[config.mk]
export PLATFORM = sky130hd
export DESIGN_NAME = fetch_unit_flat
export DESIGN_NICKNAME = d
export VERILOG_FILES = /design/src/rtl/fetch_unit_if.sv /design/src/rtl/fetch_unit.sv /design/src/flat_wrapper.sv
export SDC_FILE = /design/constraint.sdc
export NUM_CORES = 1
export LEC_CHECK = 0
export ABC_AREA = 1
export CAP_MARGIN = 20
export CORE_ASPECT_RATIO = 0.9
export CORE_MARGIN = 2
export CORE_UTILIZATION = 43
export CTS_CLUSTER_DIAMETER = 50
export CTS_CLUSTER_SIZE = 16
export DETAILED_ROUTE_END_ITERATION = 7
export PLACE_DENSITY = 0.89
export SKIP_CTS_REPAIR_TIMING = 1
export SLEW_MARGIN = 20
export SYNTH_ARGS = -nofsm -noshare
export SYNTH_HDL_FRONTEND = slang
export SYNTH_SLANG_ARGS = --single-unit
[constraint.sdc]
create_clock -name clock -period 3.7 [get_ports clock]
set_input_delay 0.37 -clock clock [delete_from_list [all_inputs] [get_ports clock]]
set_output_delay 0.37 -clock clock [all_outputs]
set_load 0.1 [all_outputs]
[src/rtl/fetch_unit_if.sv]
`default_nettype none
// ============================================================================
// Module      : fetch_unit_if
// Description : Bundles the signals of the instruction-fetch stage. It carries
//               the instruction-memory address/data pair, the stall and
//               redirect controls coming back from later stages, and the
//               IF/ID register contents handed to decode.
// Revision    : 1.0 - initial release
// ----------------------------------------------------------------------------
// Signals:
//   imem_address      fetch -> memory  word address to instruction memory
//   imem_instruction  memory -> fetch  word at the address sampled last edge
//   stall             ctrl -> fetch    hold PC and IF/ID
//   branch_taken      ctrl -> fetch    redirect to ifid_pc + 1 + branch_offset
//   branch_offset     ctrl -> fetch    signed word offset (low bits used)
//   jump              ctrl -> fetch    redirect to jump_target
//   jump_target       ctrl -> fetch    word target (low bits used)
//   ifid_instruction  fetch -> decode  instruction to decode
//   ifid_pc           fetch -> decode  word address of ifid_instruction
//   ifid_valid        fetch -> decode  ifid_instruction is a real fetch
// Modports:
//   master  the fetch unit itself
//   slave   its environment (memory, hazard/branch control, decode)
// ============================================================================
interface fetch_unit_if #(
  parameter int ADDR_WIDTH = 6,
  parameter int DATA_WIDTH = 32
);

  logic [ADDR_WIDTH-1:0] imem_address;
  logic [DATA_WIDTH-1:0] imem_instruction;
  logic                  stall;
  logic                  branch_taken;
  logic [15:0]           branch_offset;
  logic                  jump;
  logic [25:0]           jump_target;
  logic [DATA_WIDTH-1:0] ifid_instruction;
  logic [ADDR_WIDTH-1:0] ifid_pc;
  logic                  ifid_valid;

  modport master (
    output imem_address,
    input  imem_instruction,
    input  stall,
    input  branch_taken,
    input  branch_offset,
    input  jump,
    input  jump_target,
    output ifid_instruction,
    output ifid_pc,
    output ifid_valid
  );

  modport slave (
    input  imem_address,
    output imem_instruction,
    output stall,
    output branch_taken,
    output branch_offset,
    output jump,
    output jump_target,
    input  ifid_instruction,
    input  ifid_pc,
    input  ifid_valid
  );

endinterface : fetch_unit_if
`default_nettype wire

[src/rtl/fetch_unit.sv]
`default_nettype none
// ============================================================================
// Module      : fetch_unit
// Description : Instruction-fetch stage. Owns the program counter, drives the
//               address of a synchronous-read instruction memory and presents
//               an aligned instruction/PC pair to decode through the IF/ID
//               register. Supports sequential fetch, stall with address
//               replay, and branch/jump redirect with a two-bubble flush.
// Revision    : 1.0 - initial release
// ----------------------------------------------------------------------------
// Ports:
//   clock   in   rising-edge clock shared with the instruction memory
//   reset   in   asynchronous, active-high reset
//   bus     if   fetch_unit_if.master (memory port, stall/redirect controls,
//                IF/ID outputs)
// Parameters:
//   ADDR_WIDTH  word-address width (memory depth 2**ADDR_WIDTH)
//   DATA_WIDTH  instruction width
// ============================================================================
module fetch_unit #(
  parameter int ADDR_WIDTH = 6,
  parameter int DATA_WIDTH = 32
) (
  input  logic          clock,
  input  logic          reset,
  fetch_unit_if.master  bus
);

  localparam logic [DATA_WIDTH-1:0] c_NOP = '0;
  localparam logic [ADDR_WIDTH-1:0] c_ONE = ADDR_WIDTH'(1);

  // --------------------------------------------------------------------------
  // State
  //   r_pc        next address to hand to the memory
  //   r_mem_pc    address whose word is currently on imem_instruction
  //   r_mem_valid that word belongs to the live instruction stream
  // --------------------------------------------------------------------------
  logic [ADDR_WIDTH-1:0] r_pc;
  logic [ADDR_WIDTH-1:0] r_mem_pc;
  logic                  r_mem_valid;
  logic [DATA_WIDTH-1:0] r_ifid_instruction;
  logic [ADDR_WIDTH-1:0] r_ifid_pc;
  logic                  r_ifid_valid;

  logic                  w_redirect;
  logic [ADDR_WIDTH-1:0] w_target;
  logic [ADDR_WIDTH-1:0] w_branch_target;
  logic                  w_hold;

  // Only the low address bits of the offset/target are meaningful for a
  // 2**ADDR_WIDTH-word memory; the upper bits are deliberately ignored.
  logic                  w_unused_upper_bits;
  assign w_unused_upper_bits = ^{bus.branch_offset[15:ADDR_WIDTH],
                                 bus.jump_target[25:ADDR_WIDTH]};

  // --------------------------------------------------------------------------
  // Redirect decode. Jump has priority over a simultaneous taken branch.
  // The branch target wraps naturally in ADDR_WIDTH-bit arithmetic, which
  // matches the signed offset taken modulo the memory depth.
  // --------------------------------------------------------------------------
  assign w_redirect      = bus.jump | bus.branch_taken;
  assign w_branch_target = r_ifid_pc + c_ONE + bus.branch_offset[ADDR_WIDTH-1:0];
  assign w_target        = bus.jump ? bus.jump_target[ADDR_WIDTH-1:0]
                                    : w_branch_target;

  // A stall only takes effect when no redirect is present on the same edge.
  assign w_hold = bus.stall & ~w_redirect;

  // --------------------------------------------------------------------------
  // Memory address. During a stall the word already sitting on the memory
  // output must survive, so the memory re-reads r_mem_pc; its output is then
  // unchanged on the next cycle and nothing is lost when the stall lifts.
  // Reset forces address 0 combinationally so the memory is quiet and
  // pointed at the restart address while reset is held.
  // --------------------------------------------------------------------------
  always_comb begin
    bus.imem_address = r_pc;
    if (reset) begin
      bus.imem_address = '0;
    end else if (w_hold) begin
      bus.imem_address = r_mem_pc;
    end
  end

  // --------------------------------------------------------------------------
  // Pipeline registers. Priority: reset > redirect > stall > normal advance.
  // On a redirect r_mem_pc is left alone: the in-flight word is discarded by
  // clearing r_mem_valid, and the stale address is harmless because the next
  // advancing edge overwrites it.
  // --------------------------------------------------------------------------
  always_ff @(posedge clock or posedge reset) begin
    if (reset) begin
      r_pc               <= '0;
      r_mem_pc           <= '0;
      r_mem_valid        <= 1'b0;
      r_ifid_instruction <= c_NOP;
      r_ifid_pc          <= '0;
      r_ifid_valid       <= 1'b0;
    end else if (w_redirect) begin
      r_pc               <= w_target;
      r_mem_valid        <= 1'b0;
      r_ifid_instruction <= c_NOP;
      r_ifid_pc          <= '0;
      r_ifid_valid       <= 1'b0;
    end else if (!bus.stall) begin
      r_pc               <= r_pc + c_ONE;
      r_mem_pc           <= r_pc;
      r_mem_valid        <= 1'b1;
      // A memory word that is not part of the live stream (first cycle after
      // reset, second bubble after a redirect) enters decode as a nop, so
      // bubbles never expose unknown or stale memory contents.
      r_ifid_instruction <= r_mem_valid ? bus.imem_instruction : c_NOP;
      r_ifid_pc          <= r_mem_pc;
      r_ifid_valid       <= r_mem_valid;
    end
  end

  assign bus.ifid_instruction = r_ifid_instruction;
  assign bus.ifid_pc          = r_ifid_pc;
  assign bus.ifid_valid       = r_ifid_valid;

endmodule : fetch_unit
`default_nettype wire
[src/flat_wrapper.sv]
// flat-port wrapper written by rule: the top's interface ports become plain ports
module fetch_unit_flat 
#(
  parameter int ADDR_WIDTH = 6,
  parameter int DATA_WIDTH = 32
)
  (clock, reset, bus_imem_address, bus_imem_instruction, bus_stall, bus_branch_taken, bus_branch_offset, bus_jump, bus_jump_target, bus_ifid_instruction, bus_ifid_pc, bus_ifid_valid);
  fetch_unit_if #(.ADDR_WIDTH(ADDR_WIDTH), .DATA_WIDTH(DATA_WIDTH)) bus_i ();
  input  logic clock;
  input  logic reset;
  output wire logic [$bits(bus_i.imem_address)-1:0] bus_imem_address;
  input wire logic [$bits(bus_i.imem_instruction)-1:0] bus_imem_instruction;
  input wire logic [$bits(bus_i.stall)-1:0] bus_stall;
  input wire logic [$bits(bus_i.branch_taken)-1:0] bus_branch_taken;
  input wire logic [$bits(bus_i.branch_offset)-1:0] bus_branch_offset;
  input wire logic [$bits(bus_i.jump)-1:0] bus_jump;
  input wire logic [$bits(bus_i.jump_target)-1:0] bus_jump_target;
  output wire logic [$bits(bus_i.ifid_instruction)-1:0] bus_ifid_instruction;
  output wire logic [$bits(bus_i.ifid_pc)-1:0] bus_ifid_pc;
  output wire logic [$bits(bus_i.ifid_valid)-1:0] bus_ifid_valid;
  assign bus_imem_address = bus_i.imem_address;
  assign bus_i.imem_instruction = bus_imem_instruction;
  assign bus_i.stall = bus_stall;
  assign bus_i.branch_taken = bus_branch_taken;
  assign bus_i.branch_offset = bus_branch_offset;
  assign bus_i.jump = bus_jump;
  assign bus_i.jump_target = bus_jump_target;
  assign bus_ifid_instruction = bus_i.ifid_instruction;
  assign bus_ifid_pc = bus_i.ifid_pc;
  assign bus_ifid_valid = bus_i.ifid_valid;
  fetch_unit #(.ADDR_WIDTH(ADDR_WIDTH), .DATA_WIDTH(DATA_WIDTH)) u_core (.clock(clock), .reset(reset), .bus(bus_i));
endmodule
* Word level (Yosys, flattened, before mapping)
Index checks and enable logic that the tools add are counted.
** Word-level totals
- Register bits :: 52
- Input port bits :: 79
- Logic and storage cells :: 29
** Operators by class
- Add/sub/neg operators :: 3
- Eq/ne operators :: 1
- Multiplexer cells :: 14
- Bitwise gates (word level) :: 4
- Reductions and logical operators :: 1
** Operator list (number)
- $mux 32 :: 3
- $mux 6 :: 7
- $add 6x1->6 const B :: 2
- $add 6x6->6 :: 1
- $mux 1 :: 4
- $ne 2x1->1 const B :: 1
- $not 1->1 :: 2
- $reduce_and 2->1 :: 1
- $and 1x1->1 :: 1
- $or 1x1->1 :: 1

* Depth between registers and ports, before layout
- Depth after elaboration :: 5
- Mapped depth :: 11

* Worst setup path before layout
OpenSTA, ideal clock, no wires.
- Path kind :: input to output
- Start :: in reset
- End :: out bus_imem_address[0]
- Arrival time :: 3.278 ns
- Path slack :: 0.052 ns
- Stages :: 3
- Path through :: inv_1 o21ai_0 a21oi_1
** Between the ends
- Longest elaborated chain between the ends :: 1
** RTL lines
- from (decl) :: RTL line flat_wrapper.sv:10 : input logic reset;
- $mux 6 :: RTL line fetch_unit.sv:78 : if (reset) begin
- to (decl) :: RTL line flat_wrapper.sv:11 : output wire logic [$bits(bus_i.imem_address)-1:0] bus_imem_address;
No other way between the ends.

* Worst setup path after layout
- Start :: in bus_jump
- End :: out bus_imem_address[0]
** Between the ends
- Longest elaborated chain between the ends :: 5
** RTL lines
- from (decl) :: RTL line flat_wrapper.sv:16 : input wire logic [$bits(bus_i.jump)-1:0] bus_jump;
- $or 1x1->1 :: RTL line fetch_unit.sv:61 : assign w_redirect = bus.jump | bus.branch_taken;
- $not 1->1 (no source line)
- $and 1x1->1 :: RTL line fetch_unit.sv:67 : assign w_hold = bus.stall & ~w_redirect;
- $mux 6 :: RTL line fetch_unit.sv:80 : end else if (w_hold) begin
- $mux 6 :: RTL line fetch_unit.sv:78
No other way between the ends.

==> metrics.md <==
| Metric | Value |
|---|---|
| Status | completed |
| Area growth syn-to-layout | 40.6% |
| Peak VDD IR | roughly 0.00021 V |
| Crit path time final | about 2900 ps |
| H-tree depth | 2 |
| TritonCTS clock tree | built |
| Slew of the pin with the lowest slew margin | 1110 ps |
| DRT Pass-1 Iters | 4 |
| Final Routed Wirelength | a little over 6 mm |
| DRT iter0 DRCs | approximately 170 |
| WP data required | 3330 ps |
| Largest family of logic cells by synthesized area | compound AO/OA/AOI/OAI gates |
| Post-Synth XOR/XNOR Area | less than 1% |
| Number of diodes | 0 |
| Die area | 6360 um2 |
| Tightest Hold Check Type | in2async |
| First-pass GRT wire length | a little over 9 mm |
| WL met1 | roughly 2.7 mm |
| Syn avg cell area | between 10 and 15 um2 |
| Synth Register Bits | between 50 and 60 |
| Crit path cell chain | clkdlybuf4s50_1 > nor2_8 > nand2_4 > inv_4 > o21ai_0 > a21oi_1 > buf_4 |
| Critical-path maximum fanout | between 40 and 50 |
| Vias/cell | around 5.4 |
| RSZ-0062 raised after global routing | false |
| Critical Path Start Type | input pin |
| TritonCTS Buffers | 5 |
| Cells after Synth | between 200 and 250 |
| Die Ht | 75.8 um |
| Slew HR | about a quarter |
| Fin. max-slew vios | 0 |
| Deepest clock path buffer count | 2 |
| Reg-to-Reg End | u_core.r_pc[3]$_DFFE_PP0P_ |
| Fillers | 486 |
| Ports | 124 |
| Final period util | 77.5% |
| Place WS | ~830 ps |
| Max Cap Viol | 0 |
| Reg-to-reg critical path startpoint | u_core.bus.ifid_pc[2]$_DFFE_PP0P_ |
| Crit path capture type | output port |
| Die Width | roughly 84 um |
| Critical path type | in2out |
| Met3 WL | about 440 um |
| Compound-cell area share of the yosys netlist | between 20% and 30% |
| Delay-heaviest family, CP | buffers and inverters |
| Via Count | 2163 |
| Number of flops mapped to enable cells by yosys | 0 |
| DRC | 0 |
| Dpl hpwl | between 4 and 5 mm |
| Std-Cell Rows | 26 |
| Flop2flop setup slack | 1980 ps |
| Layout cell share with drive strength beyond 1 | 7.65% |
| Lkg Pwr | 0.00157 uW |
| Met2 wire len | between 2 and 3 mm |
| Routed Antenna Nets | 0 |
| Clk_lat worst skew | 310 ps |
| GRT Util Overall | between 10% and 20% |
| Skew final | ~15 ps |
| Yosys warns | 0 |
| FF-to-FF path depth | 8 |
| Final hold viol count | 0 |
| Most common cell after layout, fill and taps aside | clkdlybuf4s50_1 |
| Final WS setup | between 800 and 900 ps |
| Final setup vio count | 0 |
| Uppermost routed layer | met4 |
| Sum of buffers and inverters on the critical path | 3 |
| Ys async rst share | 100% |
| Largest net degree at the start of global routing | 44 |
| Post-Syn Nets | between 300 and 400 |
| Max incr delay on CP | 670 ps |
| Primary FF master, synth | dfrtp_1 |
| Port Buf Inserts | slightly above 90 |
| F_max | ~0.35 GHz |
| Root buf cell | clkbuf_8 |
| Vias in the first global route | approximately 2000 |
| Post-Synth Adder-Cell Area | around 3.9% |
| Seq/Total Area, Yosys | between 50 and 60% |
| # clock sinks | 52 |
| WL/cell | 15.3 um |
| Simple-Gate Fraction of Synth Area | roughly an eighth |
| CP max-delay cell | clkdlybuf4s50_1 |
| Gr ovfl total | 0 |
| Pwr Density | 360 nW/um2 |
| Antenna violations before repair | 0 |
| Multiplexer share of the synthesized area | 0% |
| Worst Path Arrival | 2500 ps |
| Core outline area | roughly 5600 um2 |
| Synth cell types | 34 |
| Final GP Congestion | approximately 0.82 |
| Sum Neg Setup Slack | 0 ps |
| Synthesized cell area | around 2500 um2 |
| Most used cells in the layout excluding fill and tap cells | 87 x clkdlybuf4s50_1, 52 x dfrtp_1, 34 x nand2_1 |
| Final #Nets | a little over 400 |
| Worst-path clk slew | around 100 ps |
| Initial core utilization | roughly 44% |
-- cell usage after synthesis, types with 2 or more instances --
| library cell | number | area (um2) |
|---|---|---|
| dfrtp_1 | 52 | 1300 |
| nand2_1 | 34 | 128 |
| a32o_1 | 32 | 320 |
| inv_1 | 21 | 78.8 |
| nor2_1 | 16 | 60.1 |
| a21oi_1 | 14 | 70.1 |
| o21ai_0 | 11 | 55.1 |
| nand3_1 | 9 | 45.0 |
| ha_1 | 6 | 75.1 |
| o21ai_1 | 6 | 30.0 |
| buf_6 | 5 | 56.3 |
| buf_2 | 3 | 15.0 |
| clkbuf_1 | 3 | 11.3 |
| a22o_1 | 2 | 17.5 |
| a22oi_1 | 2 | 15.0 |
| buf_4 | 2 | 15.0 |
| inv_2 | 2 | 7.51 |
| nor2_8 | 2 | 40.0 |
| or2_2 | 2 | 12.5 |
-- cell families after synthesis --
family,Yosys count
AOI/OAI and AO/OA,71
and+or+nand+nor,69
DFF,52
buffers and inverters,39
adders and majority gates,7
xor gates and xnor gates,1
-- power by group --
group	internal (uW)	switching [uW]	leakage, uW
Sequential	596	32.4	0.000701
Clock	135	192	0.0000414
Combinational	105	189	0.000832
Total	836	414	0.00157
-- through the flow --
stage	utilization (%)	hold WS [ps]	instance area, um2	cells	power, uW
finish	62.0	386	3470	397	1250
global route	62.0	431	3470	397	1310
CTS	62.0	396	3470	397	1270
detailed placement	60.4	478	3380	389	934
global placement	60.4	471	3380	389	926
floorplan	-	459	2470	239	831
-- worst max path at each step --
stage / from / to / slack (ps) / cells after the start
detailed placement: bus_jump / bus_imem_address[0] / 830 / 7
global route: bus_jump / bus_imem_address[0] / 710 / 7
finish: bus_jump / bus_imem_address[0] / 830 / 7
global placement: bus_jump / bus_imem_address[0] / 860 / 7
CTS: bus_jump / bus_imem_address[0] / 830 / 7
floorplan: reset / bus_imem_address[0] / 50 / 3
-- cell type report --
type | count | area [um2] | area share [%]
Clock buffer | 6 | 72.6 | 2.09
Timing Repair Buffer | 95 | 931 | 26.8
Multi-Input combinational cell | 148 | 966 | 27.9
Inverter | 24 | 92.6 | 2.67
Clock inverter | 2 | 16.3 | 0.469
Sequential cell | 52 | 1300 | 37.5
Tap cell | 70 | 87.6 | 2.53
-- routing by layer --
metal	track usage [%]	up-vias
met5	0	-
met3	5.74	9
met2	30.8	81
met1	23.3	1054
li1	-	1019
met4	5.38	0
-- sequential cells by signal, indices dropped and copies added, names as in the netlist --
signal                       cells
u_core.bus.ifid_pc               6
u_core.r_pc                      6
u_core.bus.ifid_instruction     32
u_core.r_mem_valid               1
u_core.bus.ifid_valid            1
u_core.r_mem_pc                  6
No activity file was read; power rests on OpenSTA's default activity.
